[src/rtl/systolic_pkg.sv]
// Shared types and constants for the systolic array job sequencer.
package systolic_pkg;

  localparam int DEF_N        = 4;
  localparam int DEF_NUM_BITS = 8;

  typedef enum logic [2:0] {
    IDLE,
    LOAD,
    STREAM,
    DRAIN,
    DONE
  } state_t;

  typedef logic [DEF_NUM_BITS-1:0]       elem_t;
  typedef logic [DEF_N*DEF_NUM_BITS-1:0] row_t;
  typedef logic [DEF_N*DEF_N*(2*DEF_NUM_BITS+$clog2(DEF_N)+4)-1:0] mat_t;

  // Cycles needed after the last activation row for the skewed wavefront to clear the array.
  function automatic int drain_len(input int n, input int pe_lat);
    return 2*(n-1) + pe_lat;
  endfunction

endpackage

[src/rtl/systolic_seq_skew_line.sv]
// Enabled shift register delaying one west lane by DEPTH advance steps.
module skew_line #(
  parameter int DEPTH = 1,
  parameter int WIDTH = 8
) (
  input  logic             clk,
  input  logic             rst,
  input  logic             en_i,
  input  logic [WIDTH-1:0] d_i,
  output logic [WIDTH-1:0] q_o
);

  logic [WIDTH-1:0] sr_q [DEPTH];
  logic [WIDTH-1:0] sr_d [DEPTH];

  always_comb begin
    for (int k = 0; k < DEPTH; k++) sr_d[k] = sr_q[k];
    if (en_i) begin
      sr_d[0] = d_i;
      for (int k = 1; k < DEPTH; k++) sr_d[k] = sr_q[k-1];
    end
  end

  always_ff @(posedge clk or negedge rst) begin
    if (!rst) sr_q <= '{default: '0};
    else      sr_q <= sr_d;
  end

  assign q_o = sr_q[DEPTH-1];

endmodule

[src/rtl/systolic_seq.sv]
// Job sequencer for an NxN systolic array: loads weight rows, skews activation
// rows onto the west edge, drains the wavefront and snapshots the result matrix.
//
// state  | meaning
// IDLE   | waiting for start_i; clear_o pulses with start unless accumulating
// LOAD   | accepting N weight rows onto north_o
// STREAM | accepting N activation rows into the skew lines
// DRAIN  | feeding zeros until the last partial sums settle
// DONE   | c_o snapshot taken, done_o high for one cycle
module systolic_seq
  import systolic_pkg::*;
#(
  parameter int N        = DEF_N,
  parameter int NUM_BITS = DEF_NUM_BITS,
  parameter int ACC_BITS = 2*NUM_BITS + $clog2(N) + 4,
  parameter int PE_LAT   = 1
) (
  input  logic                       clk,
  input  logic                       rst,
  input  logic                       start_i,
  input  logic                       acc_mode_i,
  input  logic                       w_valid_i,
  output logic                       w_ready_o,
  input  logic [N*NUM_BITS-1:0]      w_row_i,
  input  logic                       a_valid_i,
  output logic                       a_ready_o,
  input  logic [N*NUM_BITS-1:0]      a_row_i,
  output logic [N*NUM_BITS-1:0]      north_o,
  output logic [N*NUM_BITS-1:0]      west_o,
  output logic                       load_o,
  output logic                       en_o,
  output logic                       clear_o,
  input  logic [N*N*ACC_BITS-1:0]    c_i,
  output logic [N*N*ACC_BITS-1:0]    c_o,
  output logic                       busy_o,
  output logic                       done_o
);

  localparam int D  = drain_len(N, PE_LAT);
  localparam int CW = $clog2(N + D + 1);
  localparam int RW = N*NUM_BITS;
  localparam int CB = N*N*ACC_BITS;

  state_t        state_q, state_d;
  logic [CW-1:0] cnt_q, cnt_d;
  logic          w_ready_q, w_ready_d, a_ready_q, a_ready_d;
  logic          load_q, load_d, en_q, en_d, busy_q, busy_d, done_q, done_d;
  logic [RW-1:0] north_q, north_d, west_q, west_d, skew_in;
  logic [CB-1:0] c_q, c_d;
  logic          w_acc, a_acc, sh_en;

  always_comb begin
    state_d = state_q;
    cnt_d   = cnt_q;
    w_acc   = (state_q == LOAD) && w_valid_i;
    a_acc   = (state_q == STREAM) && a_valid_i;
    sh_en   = a_acc || (state_q == DRAIN);
    case (state_q)
      IDLE: if (start_i) begin
        state_d = LOAD;
        cnt_d   = '0;
      end
      LOAD: if (w_acc) begin
        if (cnt_q == CW'(N-1)) begin
          state_d = STREAM;
          cnt_d   = '0;
        end else cnt_d = cnt_q + CW'(1);
      end
      STREAM: if (a_acc) begin
        if (cnt_q == CW'(N-1)) begin
          state_d = DRAIN;
          cnt_d   = CW'(D-1);
        end else cnt_d = cnt_q + CW'(1);
      end
      DRAIN: if (cnt_q == '0) state_d = DONE;
             else cnt_d = cnt_q - CW'(1);
      DONE:    state_d = IDLE;
      default: state_d = IDLE;
    endcase
    w_ready_d = (state_d == LOAD);
    a_ready_d = (state_d == STREAM);
    busy_d    = (state_d != IDLE);
    done_d    = (state_d == DONE);
    load_d    = w_acc;
    north_d   = w_acc ? w_row_i : '0;
    en_d      = sh_en;
    c_d       = (state_d == DONE) ? c_i : c_q;
  end

  // Zeros enter the skew lines during DRAIN so the tails flush clean for the next job.
  assign skew_in = a_acc ? a_row_i : '0;

  for (genvar i = 0; i < N; i++) begin : g_lane
    logic [NUM_BITS-1:0] lane_out;
    if (i == 0) begin : g_direct
      assign lane_out = skew_in[0 +: NUM_BITS];
    end else begin : g_skew
      skew_line #(.DEPTH(i), .WIDTH(NUM_BITS)) u_skew (
        .clk  (clk),
        .rst  (rst),
        .en_i (sh_en),
        .d_i  (skew_in[i*NUM_BITS +: NUM_BITS]),
        .q_o  (lane_out)
      );
    end
    assign west_d[i*NUM_BITS +: NUM_BITS] = sh_en ? lane_out : west_q[i*NUM_BITS +: NUM_BITS];
  end

  always_ff @(posedge clk or negedge rst) begin
    if (!rst) begin
      state_q   <= IDLE;
      cnt_q     <= '0;
      w_ready_q <= 1'b0;
      a_ready_q <= 1'b0;
      load_q    <= 1'b0;
      en_q      <= 1'b0;
      busy_q    <= 1'b0;
      done_q    <= 1'b0;
      north_q   <= '0;
      west_q    <= '0;
      c_q       <= '0;
    end else begin
      state_q   <= state_d;
      cnt_q     <= cnt_d;
      w_ready_q <= w_ready_d;
      a_ready_q <= a_ready_d;
      load_q    <= load_d;
      en_q      <= en_d;
      busy_q    <= busy_d;
      done_q    <= done_d;
      north_q   <= north_d;
      west_q    <= west_d;
      c_q       <= c_d;
    end
  end

  assign clear_o   = (state_q == IDLE) && start_i && !acc_mode_i;
  assign w_ready_o = w_ready_q;
  assign a_ready_o = a_ready_q;
  assign load_o    = load_q;
  assign en_o      = en_q;
  assign busy_o    = busy_q;
  assign done_o    = done_q;
  assign north_o   = north_q;
  assign west_o    = west_q;
  assign c_o       = c_q;

endmodule

[config.mk]
export PLATFORM = sky130hd
export DESIGN_NAME = systolic_seq
export DESIGN_NICKNAME = d
export VERILOG_FILES = /design/src/rtl/systolic_pkg.sv /design/src/rtl/systolic_seq_skew_line.sv /design/src/rtl/systolic_seq.sv
export SDC_FILE = /design/constraint.sdc
export NUM_CORES = 1
export LEC_CHECK = 0
export CORE_AREA = 2 2 326 328
export CTS_CLUSTER_SIZE = 20
export DETAILED_ROUTE_END_ITERATION = 10
export DIE_AREA = 0 0 328 330
export GPL_ROUTABILITY_DRIVEN = 0
export PLACE_DENSITY = 0.41
export SLEW_MARGIN = 25
export SYNTH_ARGS = -nofsm -noshare
export SYNTH_HDL_FRONTEND = slang
export SYNTH_SLANG_ARGS = --single-unit
[constraint.sdc]
create_clock -name clk -period 1.75 [get_ports clk]
set_clock_uncertainty 0.15 [all_clocks]
set_input_delay 0.35 -clock clk [delete_from_list [all_inputs] [get_ports clk]]
set_output_delay 0.35 -clock clk [all_outputs]
set_load 0.01 [all_outputs]
==> metrics.yaml <==
drt:
  initialDrtViolationCount: 735
  route.vias.total: 16000
  post_drt_wl_per_cell_um: 18.3
  number_of_design_rule_violations_left_after_detail_routing: 0
  route.antenna.remaining_nets: 0
  vias_per_cell: 3.78
  wirelength_um: 77600
  drt_first_pass_iters: 5
setup_path:
  r2r_cells: 7
  crit-reg2reg-capture: "west_o[24]"
  worstSetupStartpointType: "register"
  worstSetupEndpointType: "output pin"
  worstPathBufferInverterCount: 1
  category_of_cells_accounting_for_the_largest_share_of_critical_path_delay: "simple AND/OR/NAND/NOR gates"
  critical_path.max_fanout: 2
  critPathSlowestCell: "sky130_fd_sc_hd__or4b_4"
  delay_of_the_slowest_critical_path_stage_ps: 580
  path_cells: "or4b_4, nor2_2, buf_2"
  regToRegSetupSlack_ps: -250
  critPathKind: "reg -> out"
  worstPathRequired_ps: 1250
  critical_path.reg2reg.startpoint: "state_q[1]"
  arrival_ps: 1840
timing:
  timing_max_transition_violations_final: 0
  worstMarginPinSlew_ps: 491
  timing.slew.headroom_pct: 67.0
  final_critical_path_setup_slack_ps: -592
  fmaxAchievable_ghz: 0.427
  min_clock_period_post_route_ps: 2340
  final_hold_viol_count: 0
  post-route-period-util_pct: 134
  unrepaired_setup_endpoints_after_global_routing: "true"
  finalSetupViolCount: 426
floorplan:
  die-height_um: 330
  std_cell_rows: 119
  io-pin-count: 845
  initial_core_util_pct: 17.1
  die_footprint_um2: 108000
  core-area_um2: 105000
  floorplan_die_width_um: 328
yosys:
  yosysMostFrequentCell: "sky130_fd_sc_hd__nand2_1"
  synth-seq-cells: 477
  synth_commonest_cells: "sky130_fd_sc_hd__nand2_1, sky130_fd_sc_hd__dfrtp_1, sky130_fd_sc_hd__buf_2"
  asyncSetResetFlopFracSynth_pct: 100
  synth_sequential_area_ratio_pct: 66.8
  netlist-cell-type-count: 47
  netlist_area_um2: 17900
  yosys_warnings: 0
  synth-edff-count: 0
  synthTopCellsByArea: "sky130_fd_sc_hd__dfrtp_1, sky130_fd_sc_hd__nand2_1, sky130_fd_sc_hd__mux2_1"
  syn_nets: 2229
  synth_cells: 1805
  synth_top_area_share_pct: 66.8
  synth.largest_area_cell: "sky130_fd_sc_hd__dfrtp_1"
  synth.avg_cell_area_um2: 9.91
  synth-main-ff-cell: "sky130_fd_sc_hd__dfrtp_1"
finish:
  fin_cells: 4245
  fillCellCount: 11100
  ff_latch_area_um2: 11900
  num-nets-final: 3229
  layout-drive-gt1-share_pct: 26.8
  area_growth_syn_to_layout_pct: 72.4
  multiInputGateArea_um2: 5570
grt:
  grt.overflow.total: 0
  grt_antenna_before_repair: 3
  global_route_wire_length_before_repair_um: 113000
  grt_max_degree: 64
  grt_usage_pct: 13.8
  first_global_vias: 17500
placement:
  dpl.cell_count: 4050
  place_hpwl_um: 55500
  place.port_buffers: 844
  detailedPlace.worstSlack_ps: -964
power_and_ir_drop:
  totalPowerFinal_mw: 49.1
  vdd_drop_max_mv: 0.935
  power-per-cell-area_nw_per_um2: 1590
  power.leakage_nw: 15.0
clock_network:
  cts.reportedPaths.clkPinSlew_ps: 60
  cts_tree: "built"
  htree_num_levels: 2
  clock_sinks: 477
  clock_tree.buffer_depth: 3
  numCtsBuffers: 59
  root_buffer: "sky130_fd_sc_hd__clkbuf_16"
  worst_skew_pair.late_latency_ps: 650
run:
  drv.max_cap_violation_count: 0
run_status:
  failing_checks: "setup timing"
  run_status: "complete, but fails checks"
worst_hold_path:
  worstHoldPathType: "in -> async"
-- cell families (layout without fill, tap and decap cells) --
kind of cell	Yosys count	after routing	share of synthesized area [%]
other	0	2	0
AO/OA/AOI/OAI	55	55	2.50
AND/OR/NAND/NOR	1115	1115	24.3
multiplexers	50	50	3.14
flip-flops	477	477	66.8
XOR/XNOR	2	2	0.0980
buffers and inverters	104	1151	3.04
adder cells (fa/ha/maj)	2	2	0.140
-- how the worst max path moves through the flow --
| stage | slack [ps] | cells after the start | startpoint | to |
|---|---|---|---|---|
| after floorplan | -40 | 7 | state_q[1] | g_lane[3].g_skew.u_skew.q_o[2] |
| after global placement | -990 | 4 | start_i | clear_o |
| after detailed placement | -960 | 4 | start_i | clear_o |
| after CTS | -670 | 3 | state_q[2] | clear_o |
| after global routing | -670 | 3 | state_q[1] | clear_o |
| final | -590 | 3 | state_q[1] | clear_o |
-- cell type report --
class / instances / area share (%)
clock inverter: 18 / 0.690
timing repair buffer: 1037 / 31.1
antenna: 2 / 0.0162
inverter: 6 / 0.114
clock buffer: 90 / 5.69
multi-input combinational: 1224 / 18.1
tap: 1391 / 5.65
sequential: 477 / 38.7
-- power by group --
| part | leakage (nW) | switching [mW] | internal [mW] | total, mW |
|---|---|---|---|---|
| clock | 0.970 | 5.00 | 7.33 | 12.3 |
| sequential | 5.52 | 2.56 | 15.8 | 18.4 |
| combinational | 8.54 | 9.76 | 8.63 | 18.4 |
| total | 15.0 | 17.3 | 31.8 | 49.1 |
-- metal layers --
layer	global-route usage, %	vias up	part of all wire (%)
li1	-	7614	-
met1	15.8	7736	38
met2	24.6	578	51
met3	4.59	97	8.0
met4	3.82	2	2.3
met5	0	-	0.013
-- metrics by stage --
step | cell area (µm²) | TNS, ps | utilization [%] | hold slack, ps
finish | 30800 | -62100 | 29.4 | 78.4
global route | 30800 | -100810 | 29.4 | 37.8
CTS | 30700 | -121390 | 29.3 | 10.4
detailed placement | 28700 | -119020 | 27.4 | 175
global placement | 28700 | -118400 | 27.4 | 170
floorplan | 17900 | -1530 | - | -95.6
-- sequential cells by signal (all words and copies together) (netlist names), 3 cells and up --
name and count:
c_o 352, north_o 32, west_o 32, g_lane.g_skew.u_skew.q_o 24, g_lane.g_skew.u_skew.sr_q 24, cnt_q 4, state_q 3
-- repair_timing --
action,CTS,global route
endpoints found under the hold margin,477,0
gates cloned,35,3
pin swaps,9,5
setup buffers,46,5
hold buffers,1,0
resized for setup,1892,14
endpoints found under the setup margin,856,520
-- cell usage in the layout (no fill, tap or decap), types with 9 or more instances in the layout --
cell,instances
sky130_fd_sc_hd__dfrtp_1,477
sky130_fd_sc_hd__clkinv_2,9
sky130_fd_sc_hd__clkbuf_16,62
sky130_fd_sc_hd__clkbuf_8,16
sky130_fd_sc_hd__nand2_2,22
sky130_fd_sc_hd__a22o_1,32
sky130_fd_sc_hd__mux2_1,32
sky130_fd_sc_hd__mux2_2,14
sky130_fd_sc_hd__buf_16,39
sky130_fd_sc_hd__clkdlybuf4s50_1,420
sky130_fd_sc_hd__buf_12,32
sky130_fd_sc_hd__nand2_1,1035
sky130_fd_sc_hd__clkbuf_1,15
sky130_fd_sc_hd__buf_4,96
sky130_fd_sc_hd__and2_1,32
sky130_fd_sc_hd__buf_6,60
sky130_fd_sc_hd__buf_2,370
-- worst min-delay path, delay by kind of cell --
kind / cells / cell delay [ps]
buffers and inverters: 3 / 890
Power figures use the tool's default switching activity.
